File: src/rtl/mux_sel_arbiter8_pkg.sv
// Shared constants, state encoding and helpers for the round-robin mux-select arbiter.
package mux_sel_arbiter8_pkg;

    localparam int N_REQ  = 8;
    localparam int SEL_W  = 3;
    localparam int HOLD_W = 4;

    typedef enum logic {
        IDLE  = 1'b0,
        GRANT = 1'b1
    } arb_state_t;

    function automatic logic [N_REQ-1:0] onehot(input logic [SEL_W-1:0] idx);
        logic [N_REQ-1:0] vec;
        vec      = '0;
        vec[idx] = 1'b1;
        return vec;
    endfunction

endpackage

File: src/rtl/mux_sel_arbiter8_rr_pick8.sv
// Combinational round-robin pick: first set request scanning from ptr upward, modulo 8.
module rr_pick8
    import mux_sel_arbiter8_pkg::*;
(
    input  logic [N_REQ-1:0] req,
    input  logic [SEL_W-1:0] ptr,
    output logic [SEL_W-1:0] idx,
    output logic             found
);

    logic [SEL_W-1:0] cand;

    always_comb begin
        idx   = '0;
        found = 1'b0;
        cand  = '0;
        for (int i = 0; i < N_REQ; i++) begin
            // 3-bit addition wraps 7 back to 0 for free.
            cand = ptr + SEL_W'(i);
            if (!found && req[cand]) begin
                found = 1'b1;
                idx   = cand;
            end
        end
    end

endmodule

File: src/rtl/mux_sel_arbiter8.sv
// Round-robin arbiter for an 8:1 mux: registered select code and one-hot grant,
// grants held while requested, with optional forced rotation after MAX_HOLD cycles.
module mux_sel_arbiter8
    import mux_sel_arbiter8_pkg::*;
#(
    parameter int MAX_HOLD = 4
) (
    input  logic             clk,
    input  logic             reset,
    input  logic [N_REQ-1:0] req,
    output logic [N_REQ-1:0] gnt,
    output logic [SEL_W-1:0] sel,
    output logic             busy
);

    localparam logic [HOLD_W-1:0] HOLD_LIM = HOLD_W'(MAX_HOLD);

    arb_state_t        state, state_next;
    logic [SEL_W-1:0]  ptr, ptr_next;
    logic [SEL_W-1:0]  owner, owner_next;
    logic [HOLD_W-1:0] hold_cnt, hold_next;
    logic [N_REQ-1:0]  gnt_next;
    logic [SEL_W-1:0]  sel_next;

    logic [N_REQ-1:0]  pick_req;
    logic [SEL_W-1:0]  pick_ptr;
    logic [SEL_W-1:0]  pick_idx;
    logic              pick_found;
    logic              owner_req;
    logic              limit_hit;

    // While granted, the owner is excluded and the scan starts just past it, which is
    // exactly the pointer value a release or pre-emption would store.
    assign pick_req  = (state == GRANT) ? (req & ~onehot(owner)) : req;
    assign pick_ptr  = (state == GRANT) ? owner + 3'd1 : ptr;
    assign owner_req = req[owner];
    assign limit_hit = (MAX_HOLD != 0) && (hold_cnt == HOLD_LIM);

    rr_pick8 u_pick (
        .req   (pick_req),
        .ptr   (pick_ptr),
        .idx   (pick_idx),
        .found (pick_found)
    );

    always_comb begin
        state_next = state;
        ptr_next   = ptr;
        owner_next = owner;
        hold_next  = hold_cnt;
        gnt_next   = gnt;
        sel_next   = sel;
        unique case (state)
            IDLE: begin
                if (pick_found) begin
                    state_next = GRANT;
                    gnt_next   = onehot(pick_idx);
                    sel_next   = pick_idx;
                    owner_next = pick_idx;
                    hold_next  = 4'd1;
                end
            end
            GRANT: begin
                if (!owner_req || (limit_hit && pick_found)) begin
                    ptr_next = owner + 3'd1;
                    if (pick_found) begin
                        gnt_next   = onehot(pick_idx);
                        sel_next   = pick_idx;
                        owner_next = pick_idx;
                        hold_next  = 4'd1;
                    end else begin
                        // sel is left alone so the mux output stays stable while idle.
                        state_next = IDLE;
                        gnt_next   = '0;
                        hold_next  = '0;
                    end
                end else if (hold_cnt < HOLD_LIM) begin
                    hold_next = hold_cnt + 4'd1;
                end
            end
            default: state_next = IDLE;
        endcase
    end

    always_ff @(posedge clk or posedge reset) begin
        if (reset) begin
            state    <= IDLE;
            ptr      <= '0;
            owner    <= '0;
            hold_cnt <= '0;
            gnt      <= '0;
            sel      <= '0;
        end else begin
            state    <= state_next;
            ptr      <= ptr_next;
            owner    <= owner_next;
            hold_cnt <= hold_next;
            gnt      <= gnt_next;
            sel      <= sel_next;
        end
    end

    assign busy = |gnt;

endmodule

File: config.mk
export PLATFORM = sky130hd
export DESIGN_NAME = mux_sel_arbiter8
export DESIGN_NICKNAME = d
export VERILOG_FILES = /design/src/rtl/mux_sel_arbiter8_pkg.sv /design/src/rtl/mux_sel_arbiter8_rr_pick8.sv /design/src/rtl/mux_sel_arbiter8.sv
export SDC_FILE = /design/constraint.sdc
export NUM_CORES = 1
export LEC_CHECK = 0
export CAP_MARGIN = 10
export CORE_UTILIZATION = 61
export DETAILED_ROUTE_END_ITERATION = 6
export GPL_ROUTABILITY_DRIVEN = 0
export PLACE_DENSITY = 0.86
export SLEW_MARGIN = 20
export SYNTH_ARGS = -nofsm -noshare
export SYNTH_HDL_FRONTEND = slang
export SYNTH_SLANG_ARGS = --single-unit
export TNS_END_PERCENT = 20
File: constraint.sdc
create_clock -name clk -period 7.05 [get_ports clk]
set_input_delay 1.0575 -clock clk [delete_from_list [all_inputs] [get_ports clk]]
set_output_delay 1.0575 -clock clk [all_outputs]
set_load 0.01 [all_outputs]
==> tab_implementation.tex, run 1 <==
\begin{tabular}{lr}
\hline
Metric & Value \\
\hline
\multicolumn{2}{l}{\textbf{Status}} \\
Outcome & finished clean \\
\multicolumn{2}{l}{\textbf{STA}} \\
Worst Max-Slew Pin Slew & 0.8528 ns \\
Clock period minus worst slack & roughly 4.5 ns \\
Count of final hold-check violations & 0 \\
Clock Skews & 0.007788 ns \\
RSZ-0062 raised after global routing & false \\
Max\_slew headroom & 0.4292 \\
Final count of negative-setup-slack endpoints & 0 \\
Sum Neg Setup Slack & 0 ns \\
Final count of pins violating max slew & 0 \\
Period utilization & 0.6327 \\
Highest Clock Rate & 224.2 MHz \\
\multicolumn{2}{l}{\textbf{Detailed routing}} \\
Routed vias & 1855 \\
1st-pass router iterations & 5 \\
Wire length reported by the detailed router & $\sim$4800 um \\
DRT antenna net count & 0 \\
Starting DRC count in detailed routing & 174 \\
DRC errors left & 0 \\
Average detailed-routed wire length per instance & 16.96 um \\
Via-per-instance ratio & approximately 6.6 \\
\multicolumn{2}{l}{\textbf{GRT}} \\
First-pass GRT wire length & 8010 um \\
Initial antenna violation count & 0 \\
Overflow left after global routing & 0 \\
Via count of the first global-routing pass & 1693 \\
Overall Global Routing Usage & 0.3035 \\
Largest net degree at the start of global routing & 22 \\
\multicolumn{2}{l}{\textbf{Die}} \\
Die area & 3447 um\^{}2 \\
Floorplan core area & around 3100 um\^{}2 \\
Count of boundary I/O pins & 22 \\
Die height & 58.71 um \\
Number of rows created at floorplan & 20 \\
Initial core utilization & 0.6426 \\
Floorplan die width & about 60 um \\
\multicolumn{2}{l}{\textbf{Synth}} \\
Synth Area in Compound Gates & 0.2290 \\
Simple-gate portion of the synthesized area & 0.2226 \\
Most area-consuming cells after synthesis & sky130\_fd\_sc\_hd\_\_dfrtp\_1 (24\%), sky130\_fd\_sc\_hd\_\_mux2i\_1 (7.7\%), sky130\_fd\_sc\_hd\_\_mux4\_2 (5.7\%) \\
Number of flops mapped to enable cells by yosys & 0 \\
Largest area contributor in the synthesized netlist & sky130\_fd\_sc\_hd\_\_dfrtp\_1 \\
Top FF cell, synth & sky130\_fd\_sc\_hd\_\_dfrtp\_1 \\
Cell count after synthesis & 222 \\
Synth Area in Adders & 0.03189 \\
Yosys reg bits & 19 \\
Largest family of logic cells by synthesized area & compound AO/OA/AOI/OAI gates \\
Post-synthesis instance area & 1962 um\^{}2 \\
Proportion of synthesized flip-flops having asynchronous set or reset & 1.000 \\
Most frequent cells after synthesis & sky130\_fd\_sc\_hd\_\_nand2\_1 (26), sky130\_fd\_sc\_hd\_\_dfrtp\_1 (19), sky130\_fd\_sc\_hd\_\_nor2\_1 (18) \\
Number of warnings issued by yosys & 0 \\
Post-Syn Nets & roughly 240 \\
Proportion of synthesized chip area in sequential cells & 0.2423 \\
Synth Area in XOR/XNOR & 0.01339 \\
Syn\_area\_per\_cell & 8.837 um\^{}2 \\
Most repeated cell in the gate-level netlist after synthesis & sky130\_fd\_sc\_hd\_\_nand2\_1 \\
Unique masters post-synth & 60 \\
Area share of the largest cell type after synthesis & 0.2423 \\
Multiplexer share of the synthesized area & 0.2149 \\
\multicolumn{2}{l}{\textbf{Setup path}} \\
Cell type of the slowest stage on the worst timing path & sky130\_fd\_sc\_hd\_\_a2bb2oi\_1 \\
Max stage delay on crit path & 0.76 ns \\
Critical path required time & 7.28 ns \\
Worst-path fanout max & 11 \\
Setup CP Type & reg2reg \\
Endpoint type of the worst setup path & register \\
Buffers \& Inverters on Critical Path & 1 \\
Gate family responsible for the most delay along the worst path & compound AO/OA/AOI/OAI gates \\
Critical Path AT & 4.69 ns \\
Critical-path cell list & ha\_1, mux2\_4, inv\_2, ha\_1, nor2b\_1, a21boi\_0, nor3\_1, nor4\_2, a311oi\_4, nor4\_2, a2bb2oi\_1, nand2\_1, o22ai\_1 \\
Startpoint types & register \\
\multicolumn{2}{l}{\textbf{Placed design}} \\
Number of port buffers & 21 \\
Detail Placement HPWL & 3671 um \\
\multicolumn{2}{l}{\textbf{Clocking}} \\
Number of post-CTS setup repair buffers & 0 \\
CTS Sinks & 19 \\
Quantity of gates resized following cts & 0 \\
Number of levels the H-tree was split into & 1 \\
Clock latency on the worst-skew pair & roughly 0.3 ns \\
Clock tree from TritonCTS & done \\
Max Root-Sink Buffers & 2 \\
Hold Buf Count CTS & 0 \\
Number of buffers inserted during clock tree synthesis & 3 \\
Clock transition at the registers of the reported paths & 0.11 ns \\
Clock root buffer & sky130\_fd\_sc\_hd\_\_clkbuf\_4 \\
\multicolumn{2}{l}{\textbf{Cells and area}} \\
Antenna Cells & 0 \\
Fill cell total of the finished layout & 238 \\
Fraction of final layout cells sized beyond drive strength 1 & 0.1513 \\
Final Net Count & 254 \\
Synthesis-to-layout area growth & 12.50\% \\
\multicolumn{2}{l}{\textbf{Hold path}} \\
Class of the most critical hold timing path & reg2reg \\
\multicolumn{2}{l}{\textbf{Flow run}} \\
Total of max-cap violations & 0 \\
\hline
\end{tabular}
-- per-stage QoR --
stage / utilization / hold WS, ns / instance area (um^2) / instances / worst slack, ns
final: 0.7230 / 0.5207 / 2207 / 282 / 2.590
after global routing: 0.7230 / 0.5484 / 2207 / 282 / 2.205
after CTS: 0.7230 / 0.5250 / 2207 / 282 / 2.651
after detailed placement: 0.7139 / 0.5019 / 2180 / 278 / 2.672
after global placement: 0.7139 / 0.4963 / 2180 / 278 / 2.820
after floorplan: - / 0.4644 / 1962 / 222 / 3.249
-- worst reg2reg max path, stage by stage (launching register included) --
cell and delay, ns:
sky130_fd_sc_hd__dfrtp_1 0.51, sky130_fd_sc_hd__ha_1 0.37, sky130_fd_sc_hd__mux2_4 0.33, sky130_fd_sc_hd__inv_2 0.14, sky130_fd_sc_hd__ha_1 0.36, sky130_fd_sc_hd__nor2b_1 0.23, sky130_fd_sc_hd__a21boi_0 0.36, sky130_fd_sc_hd__nor3_1 0.14
sky130_fd_sc_hd__nor4_2 0.27, sky130_fd_sc_hd__a311oi_4 0.12, sky130_fd_sc_hd__nor4_2 0.52, sky130_fd_sc_hd__a2bb2oi_1 0.76, sky130_fd_sc_hd__nand2_1 0.11, sky130_fd_sc_hd__o22ai_1 0.17
-- layout by cell type (no fill, tap or decap), drive strengths merged, types with 4 or more instances in the layout --
cell / Yosys / routed
nand3: 9 / 9
nand2: 26 / 26
o21ai: 10 / 10
mux4: 5 / 5
and2: 5 / 5
dfrtp: 19 / 19
inv: 10 / 10
o22ai: 5 / 5
nor2: 18 / 18
nand2b: 4 / 4
mux2: 11 / 11
o31ai: 10 / 10
nor2b: 4 / 4
nor4: 5 / 5
ha: 5 / 5
clkdlybuf4s50: 0 / 21
mux2i: 17 / 17
a21oi: 5 / 5
-- layer usage --
metal | up-vias | track usage | share of wire | wire (um)
li1 | 871 | - | - | -
met1 | 900 | 0.4571 | 0.48 | 2305
met2 | 73 | 0.4532 | 0.45 | 2131
met3 | 11 | 0.06593 | 0.058 | 279
met4 | 0 | 0.05442 | 0.014 | 68
met5 | - | 0 | 0 | 0
-- registers in the layout, indices dropped and copies added, names as in the netlist --
name and flops:
gnt 8, hold_cnt 4, ptr 3, sel 3
state 1
-- worst paths after layout --
kind | from | to | slack (ns) | cells past startpoint
max | sel[0]$_DFFE_PP0P_ | hold_cnt[1]$_DFFE_PP0P_ | 2.59 | 13
min in group asynchronous | reset | sel[1]$_DFFE_PP0P_ | 1.16 | 2
max reg2reg | sel[0]$_DFFE_PP0P_ | hold_cnt[1]$_DFFE_PP0P_ | 2.59 | 13
max in group asynchronous | reset | gnt[4]$_DFFE_PP0P_ | 5.44 | 2
min | gnt[1]$_DFFE_PP0P_ | gnt[1]$_DFFE_PP0P_ | 0.52 | 2
min reg2reg | gnt[1]$_DFFE_PP0P_ | gnt[1]$_DFFE_PP0P_ | 0.52 | 2
-- logic make-up (layout without fill, tap and decap cells) --
kind of cell,after synthesis,after routing
compound gates,59,59
xor+xnor,3,3
fa+ha+maj,5,5
buf+inv,19,35
flops,19,19
mux,33,33
simple gates,84,84
-- final cells by class --
cell class,count,area (um^2),area share
multi-input combinational,184,1396,0.6327
sequential,19,475.5,0.2154
timing repair buffer,21,210.2,0.09524
tap,44,55.05,0.02494
inverter,10,42.54,0.01927
clock buffer,3,22.52,0.01020
clock inverter,1,5.005,0.002268
Power of run 1 is not shown: default switching activity piles up to over one toggle a cycle in this logic, so the estimate is an artifact.
==> run 2, diff against run 1 <==
CORE_UTILIZATION = 51   (was 61)
PLACE_DENSITY = 0.76   (was 0.86)
clock period = 3.8 ns   (was 7.05 ns; I/O delays follow)
==> run 2 against run 1 <==
- via count up 1.2%
- count of clock-buffer cells in the layout unchanged
- non-clock buffer count up 14
- worst hold slack worse by 0.019 ns
- utilization down 7.6 points
- global-route usage down 3.5 points
- sequential cell count unchanged
- maximum frequency up 21%
- clock skew down 0.0058 ns
- routed wire length up 11%
- sequential share of layout area down 1.6 points
- die area up 19%
==> tab_implementation.tex, run 2 (same netlist as run 1, synthesis figures left out) <==
\begin{tabular}{lr}
\hline
Metric & Value \\
\hline
\multicolumn{2}{l}{\textbf{Setup path}} \\
Cell type of the slowest stage on the worst timing path & sky130\_fd\_sc\_hd\_\_or4\_4 \\
R2R Path End & gnt[4]\$\_DFFE\_PP0P\_ \\
Gate family responsible for the most delay along the worst path & compound AO/OA/AOI/OAI gates \\
Setup CP Type & reg2reg \\
Buffers \& Inverters on Critical Path & 1 (unchanged) \\
Critical-path cell list & ha\_1, mux2\_4, inv\_2, ha\_1, nor2b\_1, a22o\_1, o31ai\_2, a211oi\_2, a311oi\_4, nor3\_2, nor3b\_2, or4\_4, o31ai\_1 \\
Most used cell, CP & sky130\_fd\_sc\_hd\_\_ha\_1 \\
Max stage delay on crit path & 0.53 ns (-0.23 ns) \\
Reg2Reg Launch Point & sel[1]\$\_DFFE\_PP0P\_ \\
Register-to-register path setup slack & 0.10 ns (-2.49 ns) \\
Critical path required time & 3.97 ns (-3.31 ns) \\
Endpoint type of the worst setup path & register \\
Critical Path AT & 3.87 ns (-0.82 ns) \\
Path depth of the worst reg2reg path & 13 (unchanged) \\
Startpoint types & register \\
Worst-path fanout max & 7 (-4) \\
\multicolumn{2}{l}{\textbf{GRT}} \\
Initial antenna violation count & 0 (unchanged) \\
Overall Global Routing Usage & 0.2683 (-0.03518) \\
Largest net degree at the start of global routing & 20 (-9.1\%) \\
Overflow left after global routing & 0 (unchanged) \\
First-pass GRT wire length & 8521 um (+6.4\%) \\
Via count of the first global-routing pass & 1716 (+1.4\%) \\
\multicolumn{2}{l}{\textbf{Hold path}} \\
Class of the most critical hold timing path & reg2reg \\
Instance count along the most critical hold path & 1 (-1) \\
Start point of the worst min-delay path & ptr[1]\$\_DFFE\_PP0P\_ \\
Destination of the worst hold path & ptr[1]\$\_DFFE\_PP0P\_ \\
\multicolumn{2}{l}{\textbf{Cells and area}} \\
Register cell area after layout & 476.7 um\^{}2 (+0.26\%) \\
Fill cell total of the finished layout & 302 (+27\%) \\
Fraction of final layout cells sized beyond drive strength 1 & 0.2302 (+0.07890) \\
Most frequent standard cell in the layout excluding fill and tap cells & sky130\_fd\_sc\_hd\_\_nand2\_1 \\
Antenna Cells & 0 (unchanged) \\
Largest regs & gnt (8), hold\_cnt (4) \\
Total non-filler cell area in the finished layout & 2385 um\^{}2 (+8.0\%) \\
Synthesis-to-layout area growth & 21.56\% \\
Footprint of the multi-input gates & 1444 um\^{}2 (+3.4\%) \\
Top register by number of flip-flops & gnt \\
Largest register FFs & 8 (unchanged) \\
Final Non-Filler Cells & 300 (+6.4\%) \\
Final Net Count & 268 (+5.5\%) \\
Most frequent cells in the layout & sky130\_fd\_sc\_hd\_\_nand2\_1 (26), sky130\_fd\_sc\_hd\_\_clkdlybuf4s50\_1 (21), sky130\_fd\_sc\_hd\_\_dfrtp\_1 (18) \\
\multicolumn{2}{l}{\textbf{STA}} \\
Final count of pins violating max slew & 0 (unchanged) \\
Final count of negative-setup-slack endpoints & 0 (unchanged) \\
Max\_slew headroom & 0.5141 (+0.08483) \\
Worst Max-Slew Pin Slew & 0.7281 ns (-0.1247 ns) \\
Clock Skews & 0.001976 ns (-0.005812 ns) \\
Period utilization & 0.9729 (+0.3402) \\
Highest Clock Rate & 270.5 MHz (+21\%) \\
Clock period minus worst slack & 3.697 ns (-0.7634 ns) \\
Worst hold slack across all endpoints & 0.5016 ns (-0.01914 ns) \\
Count of final hold-check violations & 0 (unchanged) \\
\multicolumn{2}{l}{\textbf{Die}} \\
Die area & 4099 um\^{}2 (+19\%) \\
Floorplan core area & 3689 um\^{}2 (+21\%) \\
Initial core utilization & 0.5319 (-0.1107) \\
Count of boundary I/O pins & 22 (unchanged) \\
Die height & 64.02 um (+9.0\%) \\
Number of rows created at floorplan & 22 (+10\%) \\
Floorplan die width & 64.02 um (+9.0\%) \\
\multicolumn{2}{l}{\textbf{Detailed routing}} \\
Average detailed-routed wire length per instance & 17.67 um (+4.2\%) \\
1st-pass router iterations & 5 (unchanged) \\
Routed vias & 1877 (+1.2\%) \\
Wire length reported by the detailed router & 5301 um (+11\%) \\
Starting DRC count in detailed routing & 272 (+56\%) \\
DRT antenna net count & 0 (unchanged) \\
Via-per-instance ratio & 6.257 (-4.9\%) \\
DRC errors left & 0 (unchanged) \\
\multicolumn{2}{l}{\textbf{Clocking}} \\
Number of levels the H-tree was split into & 1 (unchanged) \\
Max Root-Sink Buffers & 2 (unchanged) \\
Clock transition at the registers of the reported paths & 0.08 ns (-0.03 ns) \\
Clock latency on the worst-skew pair & 0.26 ns (-0.04 ns) \\
CTS Sinks & 19 (unchanged) \\
Clock tree from TritonCTS & done \\
Number of buffers inserted during clock tree synthesis & 3 (unchanged) \\
Clock root buffer & sky130\_fd\_sc\_hd\_\_clkbuf\_8 \\
\multicolumn{2}{l}{\textbf{Placed design}} \\
Dpl cells & 296 (+6.5\%) \\
Number of port buffers & 21 (unchanged) \\
Detail Placement HPWL & 3855 um (+5.0\%) \\
Placement Cell Area & 2291 um\^{}2 (+5.1\%) \\
\multicolumn{2}{l}{\textbf{Flow run}} \\
Total of max-cap violations & 0 (unchanged) \\
\multicolumn{2}{l}{\textbf{Status}} \\
Outcome & finished clean \\
\hline
\end{tabular}
[run 2: cell count changes in the layout (fill, tap and decap cells not counted), moves of 2 or more]
cell | before | now
sky130_fd_sc_hd__clkbuf_8 | 0 | 3
sky130_fd_sc_hd__o31ai_2 | 0 | 2
sky130_fd_sc_hd__clkbuf_4 | 3 | 0
sky130_fd_sc_hd__o31ai_1 | 10 | 8
sky130_fd_sc_hd__buf_4 | 0 | 14
[run 2: area by class of cell]
cell class,instances,area share
Clock buffer,3,0.01731
Inverter,10,0.01784
Sequential cell,19,0.1999
Multi-Input combinational cell,184,0.6055
Timing Repair Buffer,35,0.1322
Clock inverter,1,0.002099
Tap cell,48,0.02518
[run 2: routing by layer]
layer	global-route usage	part of all wire	up-vias	wire length, um
li1	-	-	894	-
met1	0.4054	0.48	886	2521
met2	0.3923	0.45	85	2402
met3	0.05000	0.055	12	291
met4	0.05966	0.016	0	85
met5	0	0	-	0
[run 2: stage by stage]
| step | setup TNS (ns) | worst slack, ns | util |
|---|---|---|---|
| finish | 0 | 0.1031 | 0.6465 |
| global placement | 0 | 0.1505 | 0.6211 |
| detailed placement | 0 | 0.09940 | 0.6211 |
| CTS | 0 | 0.08136 | 0.6337 |
| global route | -0.1075 | -0.03541 | 0.6465 |
| floorplan | 0 | 0.03308 | - |
[run 2: what timing repair did]
item | CTS | global route
hold buffers | 0 | 0
gates resized for setup | 0 | 10
buffers inserted | 0 | 0
setup endpoints to repair | 0 | 18
[run 2: how the worst max path moves through the flow]
stage	start	endpoint	depth (start not counted)	slack (ns)
global route	sel[0]$_DFFE_PP0P_	gnt[2]$_DFFE_PP0P_	13	-0.04
detailed placement	sel[1]$_DFFE_PP0P_	ptr[1]$_DFFE_PP0P_	13	0.1
finish	sel[1]$_DFFE_PP0P_	gnt[4]$_DFFE_PP0P_	13	0.10
floorplan	sel[1]$_DFFE_PP0P_	gnt[4]$_DFFE_PP0P_	14	0.03
global placement	sel[0]$_DFFE_PP0P_	sel[2]$_DFFE_PP0P_	15	0.15
CTS	sel[1]$_DFFE_PP0P_	ptr[1]$_DFFE_PP0P_	13	0.08
Power of run 2 is left out for the same reason.
==> run 3, diff against run 2 <==
CORE_UTILIZATION = 61   (was 51)
PLACE_DENSITY = 0.86   (was 0.76)
clock period = 4.3 ns   (was 3.8 ns; I/O delays follow)
==> run 3 against run 2 <==
- utilization increased by 9.2 points
- register-to-register slack improved by 0.02 ns
- clock skew increased by 0.013 ns
- via count decreased by 0.43%
- worst setup slack improved by 0.021 ns
- non-clock buffer count decreased by 9
==> tab_implementation.tex, run 3 (same netlist as run 1, synthesis figures left out) <==
\begin{tabular}{lr}
\hline
Metric & Value \\
\hline
\multicolumn{2}{l}{\textbf{Cells and area}} \\
Antenna Cells & 0 (unchanged) \\
Top register by number of flip-flops & gnt \\
Fraction of final layout cells sized beyond drive strength 1 & 0.1687 (-0.06143) \\
Largest register FFs & 8 (unchanged) \\
Synthesis-to-layout area growth & 14.86\% \\
Final Net Count & 259 (-3.4\%) \\
Largest regs & gnt (8), hold\_cnt (4) \\
Most frequent cells in the layout & sky130\_fd\_sc\_hd\_\_nand2\_1 (26), sky130\_fd\_sc\_hd\_\_clkdlybuf4s50\_1 (21), sky130\_fd\_sc\_hd\_\_dfrtp\_1 (19) \\
Most frequent standard cell in the layout excluding fill and tap cells & sky130\_fd\_sc\_hd\_\_nand2\_1 \\
Fill cell total of the finished layout & 237 (-22\%) \\
\multicolumn{2}{l}{\textbf{Setup path}} \\
Setup CP Type & reg2reg \\
Startpoint types & register \\
Register-to-register path setup slack & 0.12 ns (+0.02 ns) \\
Critical Path AT & 4.39 ns (+0.52 ns) \\
Critical path required time & 4.51 ns (+0.54 ns) \\
Endpoint type of the worst setup path & register \\
Worst-path fanout max & 10 (+3) \\
\multicolumn{2}{l}{\textbf{Clocking}} \\
Max Root-Sink Buffers & 2 (unchanged) \\
Clock root buffer & sky130\_fd\_sc\_hd\_\_clkbuf\_4 \\
CTS Sinks & 19 (unchanged) \\
Clock tree from TritonCTS & done \\
Number of buffers inserted during clock tree synthesis & 3 (unchanged) \\
Clock latency on the worst-skew pair & 0.30 ns (+0.04 ns) \\
Number of levels the H-tree was split into & 1 (unchanged) \\
Number of post-CTS setup repair buffers & 0 (unchanged) \\
Clock transition at the registers of the reported paths & 0.12 ns (+0.04 ns) \\
\multicolumn{2}{l}{\textbf{Detailed routing}} \\
Wire length reported by the detailed router & 4944 um (-6.7\%) \\
1st-pass router iterations & 5 (unchanged) \\
DRC errors left & 0 (unchanged) \\
Average detailed-routed wire length per instance & 17.23 um (-2.5\%) \\
Routed vias & 1869 (-0.43\%) \\
Starting DRC count in detailed routing & 211 (-22\%) \\
DRT antenna net count & 0 (unchanged) \\
Via-per-instance ratio & 6.512 (+4.1\%) \\
\multicolumn{2}{l}{\textbf{Hold path}} \\
Class of the most critical hold timing path & reg2reg \\
\multicolumn{2}{l}{\textbf{GRT}} \\
Global-route track usage on met3 & 0.06593 (+0.01593) \\
Met2 track utilization from global routing & 0.4943 (+0.1020) \\
First-pass GRT wire length & 7914 um (-7.1\%) \\
Largest net degree at the start of global routing & 20 (unchanged) \\
Via count of the first global-routing pass & 1674 (-2.4\%) \\
Routing layer with the top usage in global route & met2 \\
Global Route met1 Usage & 0.4262 (+0.02075) \\
Overall Global Routing Usage & 0.3035 (+0.03518) \\
Overflow left after global routing & 0 (unchanged) \\
Initial antenna violation count & 0 (unchanged) \\
\multicolumn{2}{l}{\textbf{STA}} \\
Clock Skews & 0.01517 ns (+0.01320 ns) \\
Max\_slew headroom & 0.5341 (+0.01998) \\
Highest Clock Rate & 239.5 MHz (-11\%) \\
Clock period minus worst slack & 4.176 ns (+0.4790 ns) \\
Final count of negative-setup-slack endpoints & 0 (unchanged) \\
RSZ-0062 raised after global routing & true \\
Count of final hold-check violations & 0 (unchanged) \\
Final count of pins violating max slew & 0 (unchanged) \\
Final worst-path setup slack & 0.1241 ns (+0.02098 ns) \\
Worst Max-Slew Pin Slew & 0.6981 ns (-0.02994 ns) \\
Period utilization & 0.9711 (-0.001725) \\
\multicolumn{2}{l}{\textbf{Die}} \\
Count of boundary I/O pins & 22 (unchanged) \\
Die area & 3447 um\^{}2 (-16\%) \\
Initial core utilization & 0.6426 (+0.1107) \\
Floorplan die width & 58.71 um (-8.3\%) \\
Floorplan core area & 3053 um\^{}2 (-17\%) \\
Number of rows created at floorplan & 20 (-9.1\%) \\
Die height & 58.71 um (-8.3\%) \\
\multicolumn{2}{l}{\textbf{Status}} \\
Outcome & finished clean \\
\multicolumn{2}{l}{\textbf{Placed design}} \\
Detail Placement HPWL & 3818 um (-0.94\%) \\
Number of port buffers & 21 (unchanged) \\
Setup Slack @ Placement & 0.2180 ns (+0.1186 ns) \\
\multicolumn{2}{l}{\textbf{Flow run}} \\
Total of max-cap violations & 0 (unchanged) \\
\hline
\end{tabular}
==> run 3: final timing paths <==
| path | startpoint | endpoint | depth (start not counted) |
|---|---|---|---|
| worst min-delay path | gnt[7]$_DFFE_PP0P_ | gnt[7]$_DFFE_PP0P_ | 2 |
| min in group asynchronous | reset | sel[0]$_DFFE_PP0P_ | 2 |
| max in group asynchronous | reset | hold_cnt[0]$_DFFE_PP0P_ | 2 |
| worst min register to register | gnt[7]$_DFFE_PP0P_ | gnt[7]$_DFFE_PP0P_ | 2 |
| worst max-delay path | sel[1]$_DFFE_PP0P_ | gnt[6]$_DFFE_PP0P_ | 12 |
| worst max register to register | sel[1]$_DFFE_PP0P_ | gnt[6]$_DFFE_PP0P_ | 12 |
==> run 3: repair_timing <==
action / 4_1_cts / 5_1_grt
endpoints found under the setup margin: 0 / 9
hold endpoints to repair: 0 / 0
hold buffers: 0 / 0
gates resized for setup: 0 / 1
==> run 3: stage by stage <==
stage	utilization	setup TNS (ns)	instances	hold slack [ns]	cell area, um^2
floorplan	-	0	222	0.4644	1962
global placement	0.7262	0	283	0.4779	2217
detailed placement	0.7262	0	283	0.5027	2217
CTS	0.7352	0	287	0.5265	2245
global route	0.7381	-0.06116	287	0.5432	2253
finish	0.7381	0	287	0.5229	2253
==> run 3: layout make-up <==
type	count	area, um^2	area share
Multi-Input combinational cell	184	1405	0.6235
Sequential cell	19	475.5	0.2110
Timing Repair Buffer	26	247.7	0.1099
Tap cell	44	55.05	0.02443
Inverter	10	42.54	0.01888
Clock buffer	3	22.52	0.009994
Clock inverter	1	5.005	0.002221
==> run 3: critical path: stages, from the launching register on <==
cell and delay [ns]:
sky130_fd_sc_hd__dfrtp_1 0.49, sky130_fd_sc_hd__ha_1 0.32, sky130_fd_sc_hd__mux2_4 0.33, sky130_fd_sc_hd__inv_2 0.14, sky130_fd_sc_hd__ha_1 0.37, sky130_fd_sc_hd__nand2_1 0.14
sky130_fd_sc_hd__o21ba_1 0.17, sky130_fd_sc_hd__or3_1 0.51, sky130_fd_sc_hd__a311oi_4 0.50, sky130_fd_sc_hd__nor3_2 0.14, sky130_fd_sc_hd__nor3b_2 0.19, sky130_fd_sc_hd__or4_4 0.54
sky130_fd_sc_hd__o31ai_1 0.24
==> run 3: layer usage <==
layer | vias to the layer above | share of wire
met3 | 4 | 0.072
met4 | 0 | 0.0063
met2 | 92 | 0.49
li1 | 881 | -
met1 | 892 | 0.43
met5 | - | 0
Power of run 3 is left out for the same reason.
